[config.mk]
export PLATFORM = sky130hd
export DESIGN_NAME = msx_audio_mixer
export DESIGN_NICKNAME = d
export VERILOG_FILES = /design/src/rtl/msx_audio_mixer_pkg.sv /design/src/rtl/msx_audio_sat.sv /design/src/rtl/msx_audio_mixer.sv
export SDC_FILE = /design/constraint.sdc
export NUM_CORES = 1
export LEC_CHECK = 0
export BUFFER_PORTS_ARGS = -buffer_cell sky130_fd_sc_hd__buf_2
export CORE_MARGIN = 3
export CORE_UTILIZATION = 57
export DETAILED_ROUTE_END_ITERATION = 7
export PLACE_DENSITY = 0.81
export SLEW_MARGIN = 20
export SYNTH_ARGS = -nofsm -noshare
export SYNTH_HDL_FRONTEND = slang
export SYNTH_HIERARCHICAL = 1
export SYNTH_SLANG_ARGS = --single-unit
[constraint.sdc]
create_clock -name clk -period 10.9 [get_ports clk]
set_clock_uncertainty 0.15 [all_clocks]
set_input_delay 1.09 -clock clk [delete_from_list [all_inputs] [get_ports clk]]
set_output_delay 1.09 -clock clk [all_outputs]
set_load 0.02 [all_outputs]
[src/rtl/msx_audio_mixer_pkg.sv]
// Shared types and constants for the MSX audio mixing path.
// The gain fixed-point position is derived from the unity code so both stay consistent.
package msx_audio_mixer_pkg;

  typedef enum logic [1:0] {
    MIX_IDLE = 2'd0,
    MIX_ACC  = 2'd1,
    MIX_SAT  = 2'd2
  } mixer_state_t;

  localparam logic [3:0]  MIX_GAIN_UNITY = 4'd8;
  localparam int unsigned MIX_GAIN_SHIFT = $clog2(MIX_GAIN_UNITY);

endpackage

[src/rtl/msx_audio_sat.sv]
// Combinational arithmetic right shift followed by signed saturation to OUT_W bits.
// Requires ACC_W >= OUT_W; clip flags any value that had to be limited.
module msx_audio_sat #(
  parameter int ACC_W     = 22,
  parameter int OUT_W     = 16,
  parameter int OUT_SHIFT = 0
) (
  input  logic signed [ACC_W-1:0] acc,
  output logic signed [OUT_W-1:0] sat_value,
  output logic                    sat_clip
);

  localparam logic signed [ACC_W-1:0] SAT_MAX = {{(ACC_W-OUT_W+1){1'b0}}, {(OUT_W-1){1'b1}}};
  localparam logic signed [ACC_W-1:0] SAT_MIN = {{(ACC_W-OUT_W+1){1'b1}}, {(OUT_W-1){1'b0}}};

  logic signed [ACC_W-1:0] shifted_s;

  assign shifted_s = acc >>> OUT_SHIFT;

  // Clamp the shifted sum into the signed output range
  always_comb begin
    sat_value = shifted_s[OUT_W-1:0];
    sat_clip  = 1'b0;
    if (shifted_s > SAT_MAX) begin
      sat_value = SAT_MAX[OUT_W-1:0];
      sat_clip  = 1'b1;
    end else if (shifted_s < SAT_MIN) begin
      sat_value = SAT_MIN[OUT_W-1:0];
      sat_clip  = 1'b1;
    end else begin
      sat_value = shifted_s[OUT_W-1:0];
      sat_clip  = 1'b0;
    end
  end

endmodule

[src/rtl/msx_audio_mixer.sv]
// N-channel gain/mute sample mixer: one channel MAC per clock, saturated output with valid pulse.
// Optional peak meter and sticky clip flag are built when MIXER_PEAK_EN is defined.
module msx_audio_mixer
  import msx_audio_mixer_pkg::*;
#(
  parameter int NUM_CH    = 8,
  parameter int IN_W      = 16,
  parameter int OUT_W     = 16,
  parameter int OUT_SHIFT = 0
) (
  input  logic                   clk,
  input  logic                   reset,
  input  logic                   sample_ce,
  input  logic [NUM_CH*IN_W-1:0] ch_in,
  input  logic [NUM_CH*4-1:0]    ch_gain,
  input  logic [NUM_CH-1:0]      ch_mute,
  output logic [OUT_W-1:0]       audio_out,
  output logic                   audio_valid,
  output logic                   clip,
  output logic                   busy,
  output logic                   overrun,
  output logic [OUT_W-2:0]       peak_out,
  output logic                   clip_sticky,
  input  logic                   peak_clear
);

  localparam int ACC_W  = IN_W + 2 + $clog2(NUM_CH) + 1;
  localparam int IDX_W  = (NUM_CH > 1) ? $clog2(NUM_CH) : 1;
  localparam int PROD_W = IN_W + 5;
  localparam int TERM_W = PROD_W - int'(MIX_GAIN_SHIFT);
  localparam logic [IDX_W-1:0] LAST_IDX = IDX_W'(NUM_CH - 1);

  mixer_state_t state_r;
  mixer_state_t state_s;

  logic [IDX_W-1:0]       idx_r;
  logic [NUM_CH*IN_W-1:0] ch_sh_r;
  logic [NUM_CH*4-1:0]    gain_sh_r;
  logic [NUM_CH-1:0]      mute_sh_r;
  logic signed [ACC_W-1:0] acc_r;

  logic [OUT_W-1:0] audio_out_r;
  logic             audio_valid_r;
  logic             clip_r;
  logic             busy_r;
  logic             overrun_r;

  logic signed [IN_W-1:0]   ch_sel_s;
  logic signed [4:0]        gain_sel_s;
  logic                     mute_sel_s;
  logic signed [PROD_W-1:0] prod_s;
  logic signed [TERM_W-1:0] term_s;
  logic signed [ACC_W-1:0]  term_ext_s;
  logic signed [ACC_W-1:0]  acc_sum_s;
  logic signed [OUT_W-1:0]  sat_value_s;
  logic                     sat_clip_s;

  assign ch_sel_s   = ch_sh_r[idx_r*IN_W +: IN_W];
  assign gain_sel_s = {1'b0, gain_sh_r[idx_r*4 +: 4]};
  assign mute_sel_s = mute_sh_r[idx_r];
  assign prod_s     = PROD_W'(ch_sel_s) * PROD_W'(gain_sel_s);

  // Gain-scaled contribution of the current channel; dropping the low bits floors toward -inf
  always_comb begin
    term_s = '0;
    if (mute_sel_s) begin
      term_s = '0;
    end else begin
      term_s = prod_s[PROD_W-1:int'(MIX_GAIN_SHIFT)];
    end
  end

  assign term_ext_s = {{(ACC_W-TERM_W){term_s[TERM_W-1]}}, term_s};
  assign acc_sum_s  = acc_r + term_ext_s;

  // The final sum is saturated as the last channel is added, so the result is already
  // registered and visible while the FSM sits in MIX_SAT.
  msx_audio_sat #(
    .ACC_W    (ACC_W),
    .OUT_W    (OUT_W),
    .OUT_SHIFT(OUT_SHIFT)
  ) u_sat (
    .acc      (acc_sum_s),
    .sat_value(sat_value_s),
    .sat_clip (sat_clip_s)
  );

  // Next-state decode for the mix sequencer
  always_comb begin
    state_s = state_r;
    case (state_r)
      MIX_IDLE: begin
        if (sample_ce) state_s = MIX_ACC;
        else           state_s = MIX_IDLE;
      end
      MIX_ACC: begin
        if (idx_r == LAST_IDX) state_s = MIX_SAT;
        else                   state_s = MIX_ACC;
      end
      MIX_SAT: state_s = MIX_IDLE;
      default: state_s = MIX_IDLE;
    endcase
  end

  // Sequencer state, shadow capture, accumulation and registered outputs
  always_ff @(posedge clk) begin
    if (reset) begin
      state_r       <= MIX_IDLE;
      idx_r         <= '0;
      acc_r         <= '0;
      ch_sh_r       <= '0;
      gain_sh_r     <= '0;
      mute_sh_r     <= '0;
      audio_out_r   <= '0;
      audio_valid_r <= 1'b0;
      clip_r        <= 1'b0;
      busy_r        <= 1'b0;
      overrun_r     <= 1'b0;
    end else begin
      state_r       <= state_s;
      busy_r        <= (state_s != MIX_IDLE);
      overrun_r     <= sample_ce && (state_r != MIX_IDLE);
      audio_valid_r <= 1'b0;
      clip_r        <= 1'b0;
      case (state_r)
        MIX_IDLE: begin
          if (sample_ce) begin
            ch_sh_r   <= ch_in;
            gain_sh_r <= ch_gain;
            mute_sh_r <= ch_mute;
            acc_r     <= '0;
            idx_r     <= '0;
          end
        end
        MIX_ACC: begin
          acc_r <= acc_sum_s;
          idx_r <= idx_r + IDX_W'(1);
          if (idx_r == LAST_IDX) begin
            audio_out_r   <= sat_value_s;
            audio_valid_r <= 1'b1;
            clip_r        <= sat_clip_s;
          end
        end
        default: begin
          idx_r <= idx_r;
        end
      endcase
    end
  end

  assign audio_out   = audio_out_r;
  assign audio_valid = audio_valid_r;
  assign clip        = clip_r;
  assign busy        = busy_r;
  assign overrun     = overrun_r;

`ifdef MIXER_PEAK_EN
  logic [OUT_W-2:0] peak_r;
  logic [OUT_W-2:0] mag_s;
  logic             clip_sticky_r;

  // Magnitude of the published sample; the most negative code maps to full scale
  always_comb begin
    mag_s = audio_out_r[OUT_W-2:0];
    if (audio_out_r[OUT_W-1] && (audio_out_r[OUT_W-2:0] == '0)) begin
      mag_s = '1;
    end else if (audio_out_r[OUT_W-1]) begin
      mag_s = ~audio_out_r[OUT_W-2:0] + (OUT_W-1)'(1);
    end else begin
      mag_s = audio_out_r[OUT_W-2:0];
    end
  end

  // Peak hold and sticky clip; a clear request wins over a same-cycle update
  always_ff @(posedge clk) begin
    if (reset) begin
      peak_r        <= '0;
      clip_sticky_r <= 1'b0;
    end else if (peak_clear) begin
      peak_r        <= '0;
      clip_sticky_r <= 1'b0;
    end else if (audio_valid_r) begin
      if (mag_s > peak_r) peak_r <= mag_s;
      clip_sticky_r <= clip_sticky_r | clip_r;
    end
  end

  assign peak_out    = peak_r;
  assign clip_sticky = clip_sticky_r;
`else
  logic unused_peak_clear_s;

  assign unused_peak_clear_s = peak_clear;
  assign peak_out            = '0;
  assign clip_sticky         = 1'b0;
`endif

endmodule
==> results.py, run 1 <==
metrics = {
    "grt": {
        "global_route.usage.met3": 0.03349,
        "busiest_layer": "met2",
        "grt_overflow": 0,
        "grt_max_degree": 124,
        "grt_pass1_wl_um": 49580,
        "grt_usage": 0.2459,
        "met1_usage": 0.3288,
        "antenna_found_initial": 3,
        "grt_pass1_vias": 10479,
        "grt_util_met2": 0.4182,
    },
    "detailed_routing": {
        "ant_nets": 0,
        "wl_per_cell_um": 15.61,
        "first_pass_iters": 5,
        "vias": 10908,
        "drt_wl_total_um": 30370,
        "viasPerCell": 5.605,
        "drc": 0,
        "drtIter0Drc": 786,
    },
    "setup_path": {
        "cp_slowest_cell": "dfxtp_2",
        "crit_buf_inv": 3,
        "crit_family": "compound AO/OA/AOI/OAI gates",
        "cp.required_ps": 11170,
        "critPathMostFrequentCell": "nor2_1",
        "reg2regPathDepth": 33,
        "endpoint_kind": "flip-flop",
        "critPathMaxFanout": 33,
        "r2r_end": "audio_out[14]",
        "critPathKind": "reg -> reg",
        "max_stage_delay_ps": 1020,
        "worst_setup_path_start_kind": "flip-flop",
        "cp.arrival_ps": 9390,
        "ff2ff_setup_slack_ps": 1780,
        "cp.depth": 33,
        "endpoint": "audio_out[14]",
        "reg2reg_from": "idx_r[1]",
        "cp-startpoint": "idx_r[1]",
    },
    "yosys": {
        "yosysMostFrequentCell": "nand2_1",
        "synth_top_family_by_area": "simple AND/OR/NAND/NOR gates",
        "synth-adder-area-share": 0.1138,
        "syn-instance-count": 1525,
        "async_flop_share": 0,
        "synth_xor_area_frac": 0.02751,
        "synth_cell_type_count": 66,
        "yosys.area.top_type": "dfxtp_1",
        "synth_area_mm2": 0.01246,
        "synthSimpleGateAreaFrac": 0.2025,
        "synth_edf_count": 0,
        "synth_ff_type": "dfxtp_1",
        "synth_mux_area_frac": 0.09628,
        "synth_warnings": 6,
        "synth_area_leaders": "dfxtp_1 35%, nand2_1 12%, a21oi_1 9.6%",
        "syn_area_per_cell_um2": 8.173,
        "yosys.area.top_type_share": 0.3453,
        "synth_commonest_cells": "406 x nand2_1, 239 x a21oi_1, 215 x dfxtp_1",
        "synth_compound_area_frac": 0.1474,
        "yosysSeqAreaShare": 0.3453,
        "ys_seq_elements": 215,
    },
    "power": {
        "vdd_drop_max_mv": 0.1032,
        "pwr_density_cell_mw_per_mm2": 138.6,
        "p_leak_nw": 6.041,
    },
    "timing": {
        "clock.fmax_mhz": 109.6,
        "rsz0062_at_grt": "no",
        "tightest_slew_ps": 1053,
        "slew_headroom": 0.2980,
        "setup_violations": 0,
        "fin_setup_tns_ps": 0,
        "hold_slack_ps": 297.8,
        "fin_crit_ps": 9120,
        "period_share": 0.8367,
        "layout_setup_ws_ps": 1780,
        "hold_viol": 0,
        "slew_violations": 0,
    },
    "floorplanning": {
        "core_area_mm2": 0.02122,
        "fp-row-count": 53,
        "io_pins": 208,
        "die_area_mm2": 0.02368,
        "start_util": 0.5873,
        "die_w_um": 153.9,
        "fp.dieH_um": 153.9,
    },
    "layout": {
        "nFillCells": 1783,
        "nets": 1916,
        "area_delta_synth_final_pct": 13.77,
        "drive_gt1_frac": 0.1871,
    },
    "run_status": {
        "status": "finished clean",
    },
    "clock_tree": {
        "clock-sinks": 215,
        "path_clk_slew_ps": 60,
        "cts_tree": "yes",
        "htree_levels": 1,
        "clock_path_buffers": 3,
        "cts_setup_buffers": 0,
        "numCtsBuffers": 23,
        "cts_hold_buf": 0,
        "cts_root_buf": "clkbuf_16",
        "clk_latency_ps": 520,
        "cts_resized": 0,
    },
    "job": {
        "cap_viol_max_count": 0,
    },
    "placed_design": {
        "post-place-ws_ps": 1839,
        "dp_hpwl_um": 21400,
        "gp_congestion": 0.8630,
        "place.port_buffers": 190,
    },
    "hold_path": {
        "hold_class": "reg -> reg",
    },
}
layout make-up:
| cell class | instances | area (um2) | area share |
|---|---|---|---|
| timing repair buffer | 203 | 1062 | 0.07491 |
| sequential | 215 | 4309 | 0.3039 |
| inverter | 78 | 292.8 | 0.02065 |
| clock buffer | 35 | 670.6 | 0.04730 |
| multi-input combinational | 1130 | 7395 | 0.5215 |
| antenna | 3 | 7.507 | 0.0005294 |
| tap | 275 | 344.1 | 0.02427 |
| clock inverter | 7 | 98.84 | 0.006971 |
power breakdown:
part           switching (mW)  total, mW  internal, mW
logic                   0.187      0.318         0.131
clock network           0.320      0.794         0.473
registers              0.0268      0.854         0.827
total                   0.534       1.97          1.43
logic make-up after synthesis:
kind of cell             Yosys count
XOR/XNOR                          37
multiplexers                      65
adder cells (fa/ha/maj)           93
AO/OA/AOI/OAI                    318
flip-flops                       215
buffers and inverters            195
other                              1
AND/OR/NAND/NOR                  601
through the flow:
| step | cell area (um2) | total power, mW | instances | utilization |
|---|---|---|---|---|
| 2_1_floorplan | 12520 | 1.101 | 1540 | - |
| 3_3_place_gp | 13390 | 1.174 | 1901 | 0.6310 |
| 3_5_place_dp | 13390 | 1.183 | 1901 | 0.6310 |
| 4_1_cts | 14160 | 1.969 | 1943 | 0.6673 |
| 5_1_grt | 14180 | 2.045 | 1946 | 0.6682 |
| 6_report | 14180 | 1.965 | 1946 | 0.6682 |
layout by cell type, fill, tap and decap left out, types with 6 or more instances in the layout:
| master | instances |
|---|---|
| and2_1 | 6 |
| conb_1 | 16 |
| o21bai_1 | 6 |
| nor2b_1 | 6 |
| inv_1 | 78 |
| or2_2 | 16 |
| nor2_1 | 82 |
| a211oi_1 | 7 |
| nand2_1 | 405 |
| a21oi_1 | 239 |
| nand3_1 | 32 |
| ha_1 | 59 |
| mux4_2 | 38 |
| xnor2_1 | 28 |
| clkbuf_1 | 7 |
| xor2_1 | 8 |
| nor3_1 | 6 |
| a2bb2oi_1 | 13 |
| nand4_1 | 17 |
| clkbuf_16 | 23 |
| buf_2 | 189 |
| buf_4 | 11 |
| mux2i_1 | 20 |
| o21ai_0 | 9 |
| a21o_1 | 9 |
| dfxtp_1 | 213 |
| fa_1 | 34 |
layer usage:
metal / wire (um) / up-vias / part of all wire
li1: - / 5361 / -
met1: 12770 / 5203 / 0.42
met5: 0 / - / 0
met2: 15290 / 293 / 0.50
met3: 1706 / 51 / 0.056
met4: 605 / 0 / 0.020
how the worst min path moves through the flow:
| stage | startpoint | end | cells past startpoint |
|---|---|---|---|
| floorplan | ch_sh_r[17] | ch_sh_r[17] | 2 |
| global route | ch_sh_r[85] | ch_sh_r[85] | 2 |
| CTS | audio_out[6] | audio_out[6] | 2 |
| finish | ch_sh_r[15] | ch_sh_r[15] | 2 |
| global placement | ch_sh_r[63] | ch_sh_r[63] | 2 |
| detailed placement | audio_out[6] | audio_out[6] | 2 |
state kept, by name (all words and copies together) (netlist names), 2 cells and up:
name / cells
acc_r: 22
audio_out: 16
ch_sh_r: 128
gain_sh_r: 32
idx_r: 3
mute_sh_r: 8
state_r: 2
worst register-to-register path: cells and delay by family, from the launching register on:
family,cells,cell delay [ps]
buffers and inverters,3,500
adders and majority gates,5,2150
AOI/OAI and AO/OA,12,2690
and+or+nand+nor,9,1420
DFF,1,1020
muxes,2,730
xor gates and xnor gates,2,390
Power figures use the tool's default switching activity.
==> run 2: changes to the inputs <==
- clock period: 10.9 -> 9.5 ns (I/O delays scaled with it)
==> run 2 against run 1 <==
Net effect: routed wire length decreased by 0.25%; hold slack improved by 1.6 ps; core utilization increased by 0.23 points; combinational power increased by 16%; global-route usage decreased by 0.14 points; via count increased by 0.17%; final cell count decreased by 0.21%; largest power group unchanged; highest routed layer is now met5.
==> results.py, run 2 (synthesized netlist as in run 1, its figures left out) <==
metrics = {
    "clock_tree": {
        "cts_root_buf": "clkbuf_16",
        "path_clk_slew_ps": 60,
        "clock_path_buffers": 3,
        "cts_setup_buffers": 0,
        "clk_latency_ps": 510,
        "clock-sinks": 215,
        "htree_levels": 1,
        "numCtsBuffers": 22,
        "cts_tree": "yes",
    },
    "setup_path": {
        "critPathKind": "reg -> reg",
        "endpoint_kind": "flip-flop",
        "max_stage_delay_ps": 610,
        "cp.required_ps": 9780,
        "r2r_end": "audio_out[1]",
        "worst_setup_path_start_kind": "flip-flop",
        "critPathMostFrequentCell": "nor2_1",
        "reg2reg_from": "idx_r[0]",
        "cp.arrival_ps": 9260,
        "ff2ff_setup_slack_ps": 520,
        "reg2regPathDepth": 32,
        "critPathMaxFanout": 20,
        "cp_slowest_cell": "dfxtp_2",
    },
    "grt": {
        "met1_usage": 0.3254,
        "busiest_layer": "met2",
        "grt_pass1_vias": 10467,
        "global_route.usage.met3": 0.03771,
        "antenna_found_initial": 3,
        "grt_max_degree": 120,
        "grt_pass1_wl_um": 49070,
        "grt_usage": 0.2445,
        "grt_util_met2": 0.4128,
        "grt_overflow": 0,
    },
    "hold_path": {
        "hold-path-endpoint": "audio_out[15]",
        "hp-start": "audio_out[15]",
        "hold_class": "reg -> reg",
        "hold_depth": 2,
    },
    "floorplanning": {
        "fp-row-count": 53,
        "die_area_mm2": 0.02368,
        "fp.dieH_um": 153.9,
        "core_area_mm2": 0.02122,
        "io_pins": 208,
        "start_util": 0.5873,
        "die_w_um": 153.9,
    },
    "layout": {
        "antenna_cells": 0,
        "final_util": 0.6705,
        "largest-register": "ch_sh_r",
        "final_common_cell": "nand2_1",
        "drive_gt1_frac": 0.1878,
        "nets": 1916,
        "mostFrequentLayoutCells": "405 x nand2_1, 239 x a21oi_1, 213 x dfxtp_1, 189 x buf_2, 82 x nor2_1",
        "reg.largest.list": "ch_sh_r x128, gain_sh_r x32, acc_r x22",
        "largest_reg_flops": 128,
        "area_delta_synth_final_pct": 14.16,
    },
    "detailed_routing": {
        "drt_wl_total_um": 30290,
        "ant_nets": 0,
        "wl_per_cell_um": 15.60,
        "vias": 10927,
        "drc": 0,
        "drtIter0Drc": 732,
        "viasPerCell": 5.627,
        "first_pass_iters": 6,
    },
    "run_status": {
        "status": "finished clean",
    },
    "timing": {
        "slew_violations": 0,
        "tightest_slew_ps": 1114,
        "rsz0062_at_grt": "no",
        "clock.fmax_mhz": 111.4,
        "fin_crit_ps": 8975,
        "fin_setup_tns_ps": 0,
        "hold_viol": 0,
        "setup_violations": 0,
        "period_share": 0.9447,
        "slew_headroom": 0.2576,
    },
    "placed_design": {
        "place.port_buffers": 190,
        "dp_hpwl_um": 21600,
        "gp_congestion": 0.8648,
    },
    "power": {
        "vdd_drop_max_mv": 0.1250,
        "pwr_density_cell_mw_per_mm2": 161.5,
        "p_leak_nw": 6.069,
    },
    "job": {
        "cap_viol_max_count": 0,
    },
}
-- run 2: layout make-up --
cell class                      count  area (um2)
Clock buffer                       34       676.9
Clock inverter                      6       132.6
Fill cell                        1759        6992
Inverter                           78       292.8
Multi-Input combinational cell   1130        7393
Sequential cell                   215        4307
Tap cell                          275       344.1
Timing Repair Buffer              204        1082
-- run 2: worst max-delay path, delay by kind of cell (launching register included) --
kind                     cells  cell delay, ps
AND/OR/NAND/NOR              9            1490
AO/OA/AOI/OAI               10            2580
buffers and inverters        4             780
flip-flops                   1             610
XOR/XNOR                     2             390
multiplexers                 2             710
adder cells (fa/ha/maj)      5            2150
-- run 2: routing by layer --
metal | routed length [um] | vias up
met4 | 739 | 4
li1 | - | 5353
met2 | 14980 | 352
met1 | 12840 | 5151
met5 | 21 | -
met3 | 1717 | 67
-- run 2: worst max path at each step --
stage,cells after the start,from,endpoint
2_1_floorplan,36,idx_r[0],audio_out[14]
3_3_place_gp,32,idx_r[0],audio_out[3]
3_5_place_dp,32,idx_r[0],audio_out[9]
4_1_cts,32,idx_r[0],audio_out[5]
5_1_grt,32,idx_r[0],audio_out[9]
6_report,32,idx_r[0],audio_out[1]
-- run 2: power by group --
group          internal (mW)  total (mW)  switching (mW)
registers              0.949       0.974          0.0251
logic                  0.151       0.369           0.219
clock network          0.599       0.955           0.356
-- run 2: what timing repair did --
action / 4_1_cts / 5_1_grt
endpoints found under the setup margin: 0 / 16
hold buffers: 0 / 0
resized for setup: 0 / 2
-- run 2: stage by stage --
stage	area, um2	power, mW	setup slack (ps)	instances	hold slack [ps]
after detailed placement	13410	1.358	414.2	1902	294.0
after global placement	13410	1.347	726.7	1902	288.9
after CTS	14220	2.302	357.2	1942	302.2
after floorplan	12520	1.263	1013	1540	281.5
after global routing	14230	2.391	1.865	1942	314.9
final	14230	2.298	524.9	1942	299.4
